==> src/rtl/display_scan_ctrl.sv <==
// Multiplexed display scanner: a prescaler steps through digit slots, and a
// frame-boundary shadow load keeps the displayed data stable for a whole frame.
module display_scan_ctrl #(
  parameter int NUM_DIGITS = 4,
  parameter int SYM_W      = 3,
  parameter int DIV_LOG2   = 10,
  parameter int BLANK      = 16
) (
  input  logic                        clk_in,
  input  logic                        reset,
  input  logic [NUM_DIGITS*SYM_W-1:0] game_status,
  input  logic [NUM_DIGITS-1:0]       digit_enable,
  input  logic [2:0]                  brightness,
  output logic [NUM_DIGITS-1:0]       digit_select,
  output logic [SYM_W-1:0]            seven_seg,
  output logic                        frame_start
);

  localparam int IDX_W = (NUM_DIGITS > 1) ? $clog2(NUM_DIGITS) : 1;
  localparam logic [DIV_LOG2-1:0] P_MAX   = '1;
  localparam logic [DIV_LOG2-1:0] BLANK_P = DIV_LOG2'(BLANK);
  localparam logic [IDX_W-1:0]    I_LAST  = IDX_W'(NUM_DIGITS - 1);

  logic [DIV_LOG2-1:0]         p;
  logic [IDX_W-1:0]            i;
  logic [NUM_DIGITS*SYM_W-1:0] sh_status;
  logic [NUM_DIGITS-1:0]       sh_enable;
  logic [2:0]                  sh_bright;

  logic                  p_wrap;
  logic                  frame_end;
  logic                  lit;
  logic                  en_cur;
  logic [SYM_W-1:0]      sym_cur;
  logic [NUM_DIGITS-1:0] sel_next;
  logic [SYM_W-1:0]      seg_next;

  assign p_wrap    = (p == P_MAX);
  assign frame_end = p_wrap && (i == I_LAST);

  // PWM compares the top three prescaler bits against the shadowed level.
  always_comb begin
    en_cur  = 1'b0;
    sym_cur = '0;
    for (int k = 0; k < NUM_DIGITS; k++) begin
      if (k == int'(i)) begin
        en_cur  = sh_enable[k];
        sym_cur = sh_status[k*SYM_W +: SYM_W];
      end
    end
    lit = (p >= BLANK_P) && en_cur && (p[DIV_LOG2-1 -: 3] <= sh_bright);
  end

  always_comb begin
    sel_next = '1;
    seg_next = '0;
    if (lit) begin
      seg_next = sym_cur;
      for (int k = 0; k < NUM_DIGITS; k++) begin
        if (k == int'(i)) sel_next[k] = 1'b0;
      end
    end
  end

  always_ff @(posedge clk_in) begin
    if (reset) begin
      p            <= '0;
      i            <= '0;
      sh_status    <= '0;
      sh_enable    <= '0;
      sh_bright    <= 3'd7;
      digit_select <= '1;
      seven_seg    <= '0;
      frame_start  <= 1'b0;
    end else begin
      p            <= p + 1'b1;
      digit_select <= sel_next;
      seven_seg    <= seg_next;
      frame_start  <= frame_end;
      if (p_wrap) begin
        i <= (i == I_LAST) ? '0 : i + 1'b1;
      end
      if (frame_end) begin
        sh_status <= game_status;
        sh_enable <= digit_enable;
        sh_bright <= brightness;
      end
    end
  end

endmodule
==> config.mk <==
export PLATFORM = sky130hd
export DESIGN_NAME = display_scan_ctrl
export DESIGN_NICKNAME = d
export VERILOG_FILES = /design/src/rtl/display_scan_ctrl.sv
export SDC_FILE = /design/constraint.sdc
export NUM_CORES = 1
export LEC_CHECK = 0
export ABC_AREA = 1
export BUFFER_PORTS_ARGS = -buffer_cell sky130_fd_sc_hd__buf_4
export CORE_MARGIN = 2
export CORE_UTILIZATION = 44
export CTS_CLUSTER_SIZE = 16
export DETAILED_ROUTE_END_ITERATION = 16
export GPL_ROUTABILITY_DRIVEN = 0
export GPL_TIMING_DRIVEN = 0
export MAX_ROUTING_LAYER = met4
export PLACE_DENSITY = 0.64
export SETUP_SLACK_MARGIN = 0.02
export SYNTH_ARGS = -nofsm -noshare
export SYNTH_HDL_FRONTEND = slang
export SYNTH_SLANG_ARGS = --single-unit
==> constraint.sdc <==
create_clock -name clk_in -period 2.5 [get_ports clk_in]
set_input_delay 0.5 -clock clk_in [delete_from_list [all_inputs] [get_ports clk_in]]
set_output_delay 0.5 -clock clk_in [all_outputs]
set_load 0.03 [all_outputs]
# Word-level counts from Yosys, hierarchy flattened
# Cells that the tools add are included.
[classes]
mul = 0
div = 0
n_lt_le_gt_ge = 2
mux = 13
add_sub_neg = 2
n_bitwise = 1
n_eq_ne = 5
reduce_logical = 5
shift = 0
[op_table]
columns = ["op", "n"]
rows = [
  ["$mux 3", 4],
  ["$add 10x1->10 const B", 1],
  ["$eq 10x10->1 const B", 1],
  ["$ge 10x5->1 const B", 1],
  ["$mux 1", 8],
  ["$eq 2x2->1 const A", 2],
  ["$le 3x3->1", 1],
  ["$logic_and 1x1->1", 3],
  ["$add 2x1->2 const B", 1],
  ["$eq 1x2->1 const A", 1],
  ["$eq 2x2->1 const B", 1],
  ["$logic_not 2->1", 1],
  ["$mux 2", 1],
  ["$reduce_or 2->1", 1],
  ["$not 1->1", 1],
]
[totals]
inputBits = 21
elab_cells = 36
romBits = 0
mem_count = 0
ram_bits = 0
regBits = 39
out_inout_bits = 8
latch_bits = 0

# Logic depth before layout (Yosys ltp)
# Gate-level depths: netlist of run 1.
[logic_depth]
word_depth = 9
depth_mapped = 9
mapped_depth_nobuf = 8

# Worst setup path before layout of run 1
# No wires, ideal clock.
[synth_timing]
path_kind = "register to register"
from = "register p[0]"
to = "register sh_status[1]"
setup_slack_ps = 1154
n_path_buf = 1
period_less_slack_ps = 1346
setup_time_ps = 113
path_stages_with_launch = 8
t_arrival_ps = 1234
t_required_ps = 2387
path_cell_list = "dfxtp_1 -> ha_1 -> nand2_1 -> nor2_4 -> nand3_4 -> buf_2 -> nand3_1 -> nand2_1"
[synth_via]
elab_chain_len = 2
[synth_rtl]
columns = ["element", "line", "rtl"]
rows = [
  ["from (decl)", "24", "logic [DIV_LOG2-1:0] p;"],
  ["from (signal assigned)", "76", "p <= p + 1'b1;"],
  ["$eq 10x10->1", "38", "assign p_wrap = (p == P_MAX);"],
  ["$logic_and 1x1->1", "39", "assign frame_end = p_wrap && (i == I_LAST);"],
  ["to (signal assigned)", "84", "sh_status <= game_status;"],
  ["to (decl)", "26", "logic [NUM_DIGITS*SYM_W-1:0] sh_status;"],
]
# No other way between the ends.
# A chain may end at the register's enable or synchronous reset.

# Final worst setup path of run 1
[layout_timing]
from = "register p[0]"
to = "register sh_bright[1]"
[layout_via]
elab_chain_len = 2
[layout_rtl]
columns = ["element", "line", "rtl"]
rows = [
  ["$eq 10x10->1", "38", ""],
  ["$logic_and 1x1->1", "39", ""],
  ["to (signal assigned)", "86", "sh_bright <= brightness;"],
  ["to (decl)", "28", "logic [2:0] sh_bright;"],
]
# No other way between the ends.

==> metrics.md, run 1 <==
| Metric | Value |
|---|---|
| Final WL | `3254 um` |
| Cell taking the most area after synthesis | `dfxtp_1` |
| Critical Path AT | `1.75 ns` |
| Gate count of the mapped netlist | `230` |
| Max Root-Sink Buffers | `2` |
| Vias in the first global route | `1,221` |
| Initial drt markers | `101` |
| Crit path cell chain | `ha_1 -> nand2_1 -> nor2_1 -> nand2_1 -> nor2_1 -> nand3_1 -> nand3_1` |
| Area growth, synth to finish | `22.75%` |
| Die Y | `66.85 um` |
| Post-synthesis sequential area ratio | `44.92%` |
| VDD IR max | `0.3003 mV` |
| Fin crit period | `1.521 ns` |
| CTS Buf Count | `5` |
| Slowest-stage cell, CP | `dfxtp_1` |
| Diodes inserted | `0` |
| Top cell type's share of synthesized area | `44.92%` |
| Syn Std Cell Area | `1738 sq um` |
| Synthesis warning total | `0` |
| Share of cells above drive strength 1 | `17.74%` |
| Core area | `3716 sq um` |
| Status | `complete, no violations` |
| Total track usage | `17.33%` |
| Place WS | `0.9270 ns` |
| Worst Setup End Kind | `flop` |
| Mapped Nets | `260` |
| Max cap viols | `0` |
| Final Cell Area | `2133 sq um` |
| Largest stage delay, worst path | `0.38 ns` |
| Top post-synthesis cells by area | `dfxtp_1 45%, nand2_1 14%, nand3_1 8.9%` |
| Synthesized area per cell | `7.556 sq um` |
| Filler cells | `380` |
| Num rows | `22` |
| Drt via density | `4.668` |
| Detail Route Antenna Nets | `0` |
| Post-layout worst setup margin | `0.9792 ns` |
| Fin. Hold Viols | `0` |
| Slew Viols, Final | `0` |
| DIE AREA | `4468 sq um` |
| Final cell utilization of the core | `57.41%` |
| Setup Buffers After CTS | `0` |
| Pre-Repair DR Iteration Count | `4` |
| P_leak | `1.019 nW` |
| Nets@finish | `294` |
| Largest net degree at the start of global routing | `13` |
| F_max | `657.6 MHz` |
| Later-pin clock latency in the skew report | `0.29 ns` |
| Setup violators final | `0` |
| RSZ-0062 raised after global routing | `no` |
| Period utilization | `60.83%` |
| I/O pins | `29` |
| Setup TNS | `0 ns` |
| H-tree level count | `2` |
| Via Count | `1,461` |
| Final hold slack | `0.3882 ns` |
| Crit path required time | `2.73 ns` |
| Placed Area | `2001 sq um` |
| Startpoint type of the worst setup path | `flop` |
| Reg2Reg Setup Slack | `0.98 ns` |
| Slew HR | `68.29%` |
| Worst Tran Pin Value | `0.4756 ns` |
| Synth Register Bits | `39` |
| Final clock skew | `0.002933 ns` |
| Starting Density | `46.77%` |
| Clock Sinks | `39` |
| Clock transition at the registers of the reported paths | `0.07 ns` |
| Root buf cell | `clkbuf_8` |
| Hold Path Class | `in -> reg` |
| Port Buffers | `27` |
| Hold_buf cts | `0` |
| Crit Path Class | `reg -> reg` |
| Crit Path Max Fanout | `4` |
| # DRC | `0` |
| Cts repair resizes | `0` |
| WL per Instance | `10.40 um` |
| Placed cells | `305` |
| Yosys cell types | `23` |
| Global-route wire length before repair | `5485 um` |
| Total power | `1.282 mW` |
| Gr ovfl total | `0` |
| Die Span X | `66.85 um` |
| Power Density | `601.1 nW/um^2` |
| CTS tree | `done` |
| Non-filler cells, final | `313` |
| Initial antenna violation count | `0` |
| Post-DP HPWL | `2471 um` |
-- path summary, 6_finish.rpt --
kind,depth (start not counted),endpoint,from
min reg2reg,1,p[0],p[0]
max reg2reg,7,sh_bright[1],p[0]
min,3,sh_status[7],game_status[7]
max,7,sh_bright[1],p[0]
-- worst max-delay path: cells and delay by family, from the launching register on --
kind / cells / cell delay (ns)
DFF: 1 / 0.38
adders and majority gates: 1 / 0.18
and+or+nand+nor: 6 / 0.91
-- per-layer routing --
layer | global-route usage, % | up-vias | share of wire [%]
li1 | - | 805 | -
met1 | 23.39 | 624 | 52
met2 | 22.38 | 28 | 41
met3 | 5.574 | 4 | 5.1
met4 | 9.949 | 0 | 1.8
met5 | - | - | 0
-- cell usage in the layout, fill, tap and decap left out, types with 3 or more instances in the layout --
master,instances
inv_1,21
dfxtp_1,39
ha_1,9
nand2_1,64
buf_4,27
nand3_1,31
a21oi_1,12
o21ai_0,7
nor2_1,22
nand4_1,5
clkbuf_8,5
or2_2,3
buf_2,3
-- cells in the mapped netlist --
| cell | number |
|---|---|
| nand3_4 | 1 |
| xor2_1 | 1 |
| nor2_2 | 1 |
| dfxtp_1 | 39 |
| nand2_1 | 64 |
| nor3_1 | 2 |
| nor2_1 | 22 |
| buf_2 | 3 |
| nand3b_1 | 1 |
| nand2_2 | 1 |
| or2_2 | 3 |
| buf_1 | 2 |
| buf_8 | 1 |
| a21oi_1 | 12 |
| ha_1 | 9 |
| nor2_8 | 1 |
| nand3_1 | 31 |
| o21ai_0 | 7 |
| nor2_4 | 1 |
| inv_1 | 21 |
| o21a_1 | 1 |
| nand3_2 | 1 |
| nand4_1 | 5 |
-- state kept, by name, summed over array words and instances (netlist names) --
signal        count
sh_bright         3
frame_start       1
sh_status        12
i                 2
seven_seg         3
digit_select      4
sh_enable         4
p                10
-- cell families (layout without fill, tap and decap cells) --
family | count (synthesis) | in the layout | synth area share (%)
flip-flops | 39 | 39 | 44.92
AND/OR/NAND/NOR | 134 | 134 | 35.49
AO/OA/AOI/OAI | 20 | 20 | 5.904
buffers and inverters | 27 | 62 | 6.695
XOR/XNOR | 1 | 1 | 0.5041
adder cells (fa/ha/maj) | 9 | 9 | 6.480
-- cell type report --
type	instances	area, sq um	share of cell area [%]
Tap cell	48	60.06	2.815
Clock inverter	2	60.06	2.815
Clock buffer	6	72.57	3.402
Timing Repair Buffer	27	202.7	9.501
Inverter	21	78.83	3.695
Sequential cell	39	780.7	36.60
Multi-Input combinational cell	164	840.8	39.41
Buffer	6	37.54	1.760
-- power breakdown --
group	internal, mW	total, mW	switching, mW	leakage (nW)
sequential	0.625	0.628	0.00326	0.315
clock	0.399	0.613	0.214	0.0654
combinational	0.0237	0.0416	0.0179	0.639
Power figures use the tool's default switching activity.
==> run 2, diff against run 1 <==
- clock period: 2.5 -> 1.5 ns (I/O delays scaled with it)
==> run 2 against run 1 <==
Critical path depth grew 1; global-route usage rose by 0.15 points; sequential power increased by 67%; cell count grew 2.2%; clock skew rose by 0.0011 ns; via count rose by 2.0%; flip-flop and latch count did not move; power up 68%; design area increased by 4.6%; register-to-register slack got worse by 0.84 ns; clock power grew 68%; non-clock buffer count up 7; critical path type unchanged; critical endpoint is now sh_status[3].
==> metrics.md, run 2 (synthesis results as in run 1) <==
| Metric | Value |
|---|---|
| Die Span X | `66.85 um (unchanged)` |
| H-tree level count | `2 (unchanged)` |
| Most frequent cells in the layout | `63 x nand2_1, 35 x buf_4, 35 x dfxtp_1 (was 64 x nand2_1, 39 x dfxtp_1, 31 x nand3_1)` |
| Worst Tran Pin Value | `0.4906 ns (was 0.4756 ns)` |
| Crit Path Max Fanout | `10 (was 4)` |
| Fin. Hold Viols | `0 (unchanged)` |
| Crit Path Class | `reg -> reg (unchanged)` |
| Placed cells | `305 (unchanged)` |
| Initial drt markers | `100 (was 101)` |
| RSZ-0062 raised after global routing | `yes (was no)` |
| WL per Instance | `10.57 um (was 10.40 um)` |
| Die Y | `66.85 um (unchanged)` |
| Hold_buf cts | `0 (unchanged)` |
| VDD IR max | `0.5038 mV (was 0.3003 mV)` |
| Hold Path Class | `in -> reg (unchanged)` |
| Critical Path AT | `1.61 ns (was 1.75 ns)` |
| Place WS | `-0.02443 ns (was 0.9270 ns)` |
| Status | `complete, no violations (unchanged)` |
| Vias in the first global route | `1,233 (was 1,221)` |
| Reg2Reg Setup Slack | `0.14 ns (was 0.98 ns)` |
| CTS Buf Count | `5 (unchanged)` |
| Global-route wire length before repair | `5533 um (was 5485 um)` |
| Worst r2r path cells | `8 (was 7)` |
| Initial antenna violation count | `0 (unchanged)` |
| F_max | `732.6 MHz (was 657.6 MHz)` |
| Met3 usage | `5.574% (unchanged)` |
| Clock transition at the registers of the reported paths | `0.07 ns (about the same)` |
| Root buf cell | `clkbuf_8 (unchanged)` |
| M2 GR Usage | `22.75% (was 22.38%)` |
| Max cap viols | `0 (unchanged)` |
| Fin crit period | `1.365 ns (was 1.521 ns)` |
| Drt via density | `4.656 (was 4.668)` |
| Gr ovfl total | `0 (unchanged)` |
| Later-pin clock latency in the skew report | `0.30 ns (was 0.29 ns)` |
| Total track usage | `17.48% (was 17.33%)` |
| Final hold slack | `0.1836 ns (was 0.3882 ns)` |
| Final WL | `3383 um (was 3254 um)` |
| Nets@finish | `301 (was 294)` |
| Setup violators final | `0 (unchanged)` |
| Number of flip-flops under the largest register name | `12 (unchanged)` |
| Most Used Layer, Global Route | `met1 (unchanged)` |
| Slew Viols, Final | `0 (unchanged)` |
| I/O pins | `29 (unchanged)` |
| Post-layout worst setup margin | `0.1350 ns (was 0.9792 ns)` |
| Largest net degree at the start of global routing | `13 (unchanged)` |
| Via Count | `1,490 (was 1,461)` |
| Share of cells above drive strength 1 | `25.00% (was 17.74%)` |
| Final cell utilization of the core | `60.03% (was 57.41%)` |
| Diodes inserted | `0 (unchanged)` |
| DIE AREA | `4468 sq um (unchanged)` |
| Met1 track demand over resource | `23.49% (was 23.39%)` |
| Commonest non-fill, non-tap cell in the layout | `nand2_1 (unchanged)` |
| Register with the most flip-flops | `sh_status (unchanged)` |
| Num rows | `22 (unchanged)` |
| Pre-Repair DR Iteration Count | `4 (unchanged)` |
| Starting Density | `46.77% (unchanged)` |
| Area growth, synth to finish | `28.37% (was 22.75%)` |
| Core area | `3716 sq um (unchanged)` |
| Period utilization | `91.00% (was 60.83%)` |
| Post-DP HPWL | `2471 um (unchanged)` |
| Worst Setup End Kind | `flop (unchanged)` |
| Port Buffers | `27 (unchanged)` |
| Startpoint type of the worst setup path | `flop (unchanged)` |
| Max Root-Sink Buffers | `2 (unchanged)` |
| Largest registers | `sh_status (12), p (10) (unchanged)` |
| Final clock skew | `0.004014 ns (was 0.002933 ns)` |
| CTS tree | `done (unchanged)` |
| # DRC | `0 (unchanged)` |
| P_leak | `1.050 nW (was 1.019 nW)` |
| Hold depth | `3 (unchanged)` |
| Slew HR | `67.29% (was 68.29%)` |
| Crit path required time | `1.74 ns (was 2.73 ns)` |
| Power Density | `962.9 nW/um^2 (was 601.1 nW/um^2)` |
| Non-filler cells, final | `320 (was 313)` |
| Detail Route Antenna Nets | `0 (unchanged)` |
| Total power | `2.148 mW (was 1.282 mW)` |
| Clock Sinks | `39 (unchanged)` |
-- run 2: per-stage QoR --
stage	TNS (ns)	area, sq um
final	0	2231
after floorplan	0	1738
after global placement	-0.01009	2001
after global routing	-0.005928	2231
after CTS	0	2151
after detailed placement	-0.08221	2001
-- run 2: path summary, 6_finish.rpt --
check | from | endpoint
worst max-delay path | p[0] | sh_status[3]
worst max register to register | p[0] | sh_status[3]
worst min register to register | sh_status[3] | sh_status[3]
worst min-delay path | game_status[7] | sh_status[7]
-- run 2: per-layer routing --
layer	wire (um)	vias up	part of all wire, %
met5	0	-	0
met1	1737	634	51
met2	1404	30	42
met3	182	4	5.4
li1	-	822	-
met4	58	0	1.7
-- run 2: repair_timing --
action                                  4_1_cts  5_1_grt
pin swaps                                     1        3
endpoints found under the setup margin       13       22
buffers inserted                              2        5
resized for setup                             1       17
-- run 2: cell type report --
cell class / instances / area, sq um
plain buffers: 6 / 40.04
clock buffers: 6 / 72.57
clock inverters: 2 / 60.06
fillers: 371 / 1485
inverters: 21 / 78.83
multi-input cells: 164 / 878.3
flip-flops and latches: 39 / 785.8
well taps: 48 / 60.06
repair buffers: 34 / 255.2
-- run 2: worst max-delay path, cell delays in order, from the launching register on --
cell     delay, ns
dfxtp_2       0.35
ha_2          0.18
nand2_2       0.08
nor2_4        0.16
nand3_4       0.14
nor2_8        0.17
buf_8         0.13
nand2_1       0.05
nand2_1       0.05
-- run 2: where the power goes --
part	switching, mW	internal [mW]
Sequential	0.00572	1.04
Clock	0.362	0.665
Combinational	0.0312	0.0420
Total	0.399	1.75
